==> config.mk <==
export PLATFORM = sky130hd
export DESIGN_NAME = store_rmw_unit
export DESIGN_NICKNAME = d
export VERILOG_FILES = /design/src/rtl/store_rmw_unit_pkg.sv /design/src/rtl/store_rmw_unit_lane_merge.sv /design/src/rtl/store_rmw_unit.sv
export SDC_FILE = /design/constraint.sdc
export NUM_CORES = 1
export LEC_CHECK = 0
export CORE_AREA = 2 2 121 123
export CTS_CLUSTER_SIZE = 16
export DETAILED_ROUTE_END_ITERATION = 8
export DIE_AREA = 0 0 123 125
export PLACE_DENSITY_LB_ADDON = 0.15
export SETUP_SLACK_MARGIN = 0.1
export SYNTH_ARGS = -nofsm -noshare
export SYNTH_HDL_FRONTEND = slang
export SYNTH_SLANG_ARGS = --single-unit
==> constraint.sdc <==
create_clock -name clk -period 1.8 [get_ports clk]
set_clock_uncertainty 0.05 [all_clocks]
set_input_delay 0.36 -clock clk [delete_from_list [all_inputs] [get_ports clk]]
set_output_delay 0.36 -clock clk [all_outputs]
set_load 0.03 [all_outputs]
==> src/rtl/store_rmw_unit_pkg.sv <==
// Shared types and constants for the store read-modify-write unit.
// Size encodings, FSM states and lane geometry live here.
package store_rmw_unit_pkg;

  typedef enum logic [1:0] {
    SZ_WORD  = 2'd0,
    SZ_BYTE  = 2'd1,
    SZ_HALF  = 2'd2,
    SZ_UNDEF = 2'd3
  } size_e;

  typedef enum logic [2:0] {
    S_IDLE,
    S_READ,
    S_WRITE,
    S_DONE,
    S_ERR
  } state_e;

  localparam int OFF_BITS = 2;
  localparam int BYTE_W   = 8;
  localparam int HALF_W   = 16;

  // Undefined size, or a halfword that straddles a halfword lane.
  function automatic logic is_bad_req(
    input logic [1:0]          size,
    input logic [OFF_BITS-1:0] off
  );
    return (size == SZ_UNDEF) ||
           ((size == SZ_HALF) && off[0]);
  endfunction

endpackage

==> src/rtl/store_rmw_unit_lane_merge.sv <==
// Combinational lane merge: drops store data into the
// addressed byte/halfword lane of the old memory word.
module store_lane_merge
  import store_rmw_unit_pkg::*;
#(
  parameter int DATA_BITS = 32
) (
  input  logic [DATA_BITS-1:0] old_word,
  input  logic [DATA_BITS-1:0] store_data,
  input  logic [1:0]           size,
  input  logic [OFF_BITS-1:0]  offset,
  output logic [DATA_BITS-1:0] merged
);

  always_comb begin
    merged = old_word;
    unique case (1'b1)
      (size == SZ_BYTE):
        merged[BYTE_W*offset +: BYTE_W] =
          store_data[BYTE_W-1:0];
      (size == SZ_HALF):
        merged[HALF_W*offset[1] +: HALF_W] =
          store_data[HALF_W-1:0];
      (size == SZ_WORD):
        merged = store_data;
      default: ;
    endcase
  end

endmodule

==> src/rtl/store_rmw_unit.sv <==
// Store unit: word stores write directly, sub-word stores
// read the word, merge the lane and write it back.
module store_rmw_unit
  import store_rmw_unit_pkg::*;
#(
  parameter int DATA_BITS = 32,
  parameter int ADDR_BITS = 32
) (
  input  logic                 clk,
  input  logic                 rst_n,
  input  logic                 req_valid,
  output logic                 req_ready,
  input  logic [ADDR_BITS-1:0] req_addr,
  input  logic [DATA_BITS-1:0] req_data,
  input  logic [1:0]           req_size,
  output logic [ADDR_BITS-1:0] mem_addr,
  output logic                 mem_rd,
  output logic                 mem_wr,
  output logic [DATA_BITS-1:0] mem_wdata,
  input  logic [DATA_BITS-1:0] mem_rdata,
  input  logic                 mem_ack,
  output logic                 done,
  output logic                 err
);

  state_e                state_q;
  state_e                state_d;
  logic [ADDR_BITS-1:0]  addr_q;
  logic [OFF_BITS-1:0]   off_q;
  logic [DATA_BITS-1:0]  data_q;
  logic [1:0]            size_q;
  logic [DATA_BITS-1:0]  wdata_q;
  logic [DATA_BITS-1:0]  merged;
  logic                  accept;

  assign accept = req_valid && (state_q == S_IDLE);

  store_lane_merge #(
    .DATA_BITS (DATA_BITS)
  ) u_merge (
    .old_word   (mem_rdata),
    .store_data (data_q),
    .size       (size_q),
    .offset     (off_q),
    .merged     (merged)
  );

  always_ff @(posedge clk or negedge rst_n) begin
    if (!rst_n) begin
      state_q <= S_IDLE;
      addr_q  <= '0;
      off_q   <= '0;
      data_q  <= '0;
      size_q  <= '0;
      wdata_q <= '0;
    end else begin
      state_q <= state_d;
      if (accept) begin
        addr_q  <= {req_addr[ADDR_BITS-1:2], 2'b00};
        off_q   <= req_addr[1:0];
        data_q  <= req_data;
        size_q  <= req_size;
        // word stores write this value unchanged
        wdata_q <= req_data;
      end else if (state_q == S_READ && mem_ack) begin
        wdata_q <= merged;
      end
    end
  end

  always_comb begin
    state_d   = state_q;
    req_ready = 1'b0;
    mem_rd    = 1'b0;
    mem_wr    = 1'b0;
    done      = 1'b0;
    err       = 1'b0;
    unique case (state_q)
      S_IDLE: begin
        req_ready = 1'b1;
        if (req_valid) begin
          unique case (1'b1)
            is_bad_req(req_size, req_addr[1:0]):
              state_d = S_ERR;
            (req_size == SZ_WORD):
              state_d = S_WRITE;
            default:
              state_d = S_READ;
          endcase
        end
      end
      S_READ: begin
        mem_rd = 1'b1;
        if (mem_ack) state_d = S_WRITE;
      end
      S_WRITE: begin
        mem_wr = 1'b1;
        if (mem_ack) state_d = S_DONE;
      end
      S_DONE: begin
        done    = 1'b1;
        state_d = S_IDLE;
      end
      S_ERR: begin
        err     = 1'b1;
        state_d = S_IDLE;
      end
      default: state_d = S_IDLE;
    endcase
  end

  assign mem_addr  = addr_q;
  assign mem_wdata = wdata_q;

endmodule

==> flow_metrics.tcl <==
set metrics [dict create \
    die_w_um 123 \
    clock_latency_ns 0.36 \
    yosysWarningCount 0 \
    seqCellArea_mm2 0.00253 \
    clock.fmax_mhz 563 \
    setup_viol 0 \
    worstPathCellList "buf_4 -> or4b_4 -> nand2_1 -> o311ai_1 -> o22a_1" \
    path_max_fanout 10 \
    antenna_cells 0 \
    final_common_cell "nand2_1" \
    dpl.hpwl_mm 12.8 \
    ys_seq_area_frac 0.459 \
    grt_pass1_vias 5642 \
    dieHeight_um 125 \
    place_area_mm2 0.00770 \
    cts_sinks 101 \
    grt-ovfl-total 0 \
    fillers 1250 \
    p_sw_mw 7.01 \
    drc 0 \
    cp_slowest_stage_delay_ns 0.62 \
    fin_cells 1055 \
    clock_path_buffers 2 \
    hold_class "reg -> reg" \
    drive_gt1_frac 0.178 \
    grt_usage 0.233 \
    dieArea_mm2 0.0154 \
    synth_ff_type "dfrtp_1" \
    p_seq_frac 0.272 \
    worstHoldPathCells 2 \
    async_reset_ff_frac 1.00 \
    antenna_found_initial 0 \
    via_per_inst 5.33 \
    slew_viol_final 0 \
    wl_per_cell_um 17.6 \
    final_hold_viol_count 0 \
    syn_area_per_cell_um2 8.43 \
    synth.distinct_cells 52 \
    ys_ff_latch 101 \
    firstDrtPassIters 7 \
    cts_buffers 9 \
    final_cell_mix "240 x nand2_1, 99 x dfrtp_1, 99 x clkdlybuf4s50_1" \
    critical_path_class "reg -> reg" \
    row_count 44 \
    peakVddDrop_mv 0.902 \
    synth-edff-count 0 \
    num_vias 5618 \
    reg2reg_depth 5 \
    clkTransAtPathRegs_ns 0.07 \
    rsz0062_at_grt "true" \
    total_power_mw 15.5 \
    combPwrFrac 0.602 \
    grt_pass1_wl_mm 28.3 \
    pre_cts_ws_ns -0.458 \
    ant_nets 0 \
    layout_setup_ws_ns 0.0238 \
    gp_congestion 0.855 \
    p_int_mw 8.50 \
    io_buffers 168 \
    drtIter0Drc 431 \
    status "completed" \
    fin_nets 973 \
    cp-start-kind "flop" \
    p_leak_nw 4.00 \
    powerDensity_mw_per_mm2 1820 \
    critPathCaptureType "flop" \
    final_area_mm2 0.00853 \
    htreeDepth 3 \
    multi_input_area_mm2 0.00304 \
    synth_area_mm2 0.00550 \
    grt_max_degree 41 \
    fin_crit_ns 1.78 \
    cts_tree "done" \
    p_sw_frac 0.452 \
    drv_cap 0 \
    wirelength_mm 18.5 \
    clock_power_share 0.126 \
    required_ns 1.99 \
    finalCritPeriodShare 0.987 \
    syn_inst 653 \
    io_pins 171 \
    area_delta_synth_final_pct 55.1 \
    arrival_ns 1.96 \
    crit_slowest_cell "or4b_4" \
    start_util 0.388 \
    placed_cells 1014 \
    core_mm2 0.0142 \
    root_buffer "clkbuf_16" \
    post-route-util 0.601 \
]
## sequential cells by signal (all words and copies together), names as in the netlist
name	flops
mem_addr	30
state_q	3
data_q	32
mem_wdata	32
off_q	2
size_q	2
## metal layers
metal / track usage / wire length (um) / vias to the layer above
met5: 0 / 0 / -
li1: - / - / 2675
met2: 0.379 / 9070 / 186
met3: 0.0433 / 1120 / 29
met4: 0.0929 / 390 / 0
met1: 0.306 / 7960 / 2728
## power by group through the flow
stage	Sequential, mW	Combinational (mW)	Clock (mW)
6_report	4.22	9.33	1.96
5_1_grt	4.36	10.0	2.07
4_1_cts	4.18	8.62	2.00
3_5_place_dp	4.20	8.56	0
3_3_place_gp	4.16	8.34	0
2_1_floorplan	5.32	3.98	0
## kinds of logic after synthesis
logic type               count (synthesis)  synth area share
flip-flops                             101             0.459
buffers and inverters                   52            0.0475
AND/OR/NAND/NOR                        333             0.274
AO/OA/AOI/OAI                          146             0.180
multiplexers                            15            0.0275
adder cells (fa/ha/maj)                  5            0.0114
other                                    1          0.000681
## cells in the mapped netlist (all sizes together) (2+ instances only)
| cell type | instances | area (um2) |
|---|---|---|
| nand3 | 3 | 15.0 |
| inv | 5 | 18.8 |
| dfrtp | 101 | 2530 |
| o22ai | 2 | 12.5 |
| nor2b | 21 | 131 |
| nor4b | 3 | 41.3 |
| clkbuf | 20 | 75.1 |
| o21bai | 2 | 15.0 |
| buf | 27 | 168 |
| nand4bb | 3 | 33.8 |
| o32ai | 2 | 17.5 |
| nor2 | 14 | 52.6 |
| a2bb2oi | 6 | 52.6 |
| a32oi | 6 | 52.6 |
| ha | 5 | 62.6 |
| a21oi | 10 | 53.8 |
| and3 | 13 | 81.3 |
| o22a | 2 | 17.5 |
| a211oi | 9 | 67.6 |
| nor3 | 9 | 61.3 |
| and3b | 3 | 26.3 |
| o21a | 9 | 67.6 |
| o21ai | 45 | 225 |
| o2111ai | 2 | 17.5 |
| o221ai | 2 | 17.5 |
| nor3b | 4 | 30.0 |
| a31oi | 3 | 18.8 |
| o211ai | 20 | 150 |
| mux2i | 14 | 140 |
| a22oi | 20 | 150 |
| nand2b | 15 | 93.8 |
| nand2 | 240 | 901 |
| a221o | 2 | 20.0 |
## timing repair
item	in CTS	in global routing
hold endpoints to repair	32	0
setup buffers	5	15
pin swaps	22	23
cloned	0	4
hold buffers	1	0
endpoints found under the setup margin	162	36
resized for setup	101	43
## cell type report
type                       count  area share
sequential                   101       0.296
inverter                       5     0.00279
clock inverter                 3     0.00205
tap                          184      0.0270
timing repair buffer         248       0.283
multi-input combinational    501       0.356
clock buffer                  13      0.0328
## per-stage QoR
stage               setup TNS, ns  hold slack, ns
global route             -0.00899           0.446
finish                          0           0.424
floorplan                  -0.252          0.0144
detailed placement         -32.23           0.300
global placement           -27.53           0.283
CTS                             0           0.430
## worst max-delay path, delay by kind of cell (launching register included)
kind | cells | cell delay (ns)
DFF | 1 | 0.41
and+or+nand+nor | 2 | 0.77
AOI/OAI and AO/OA | 2 | 0.29
buffers and inverters | 1 | 0.14
## final timing paths
path / start / end / slack (ns)
max in group asynchronous: rst_n / mem_wdata[12] / 0.65
worst max register to register: state_q[2] / mem_wdata[15] / 0.02
worst min-delay path: mem_addr[22] / mem_addr[22] / 0.42
worst min register to register: mem_addr[22] / mem_addr[22] / 0.42
worst max-delay path: state_q[2] / mem_wdata[15] / 0.02
min in group asynchronous: rst_n / mem_addr[31] / 0.46
Note: power is estimated with default switching activity, not from simulation.
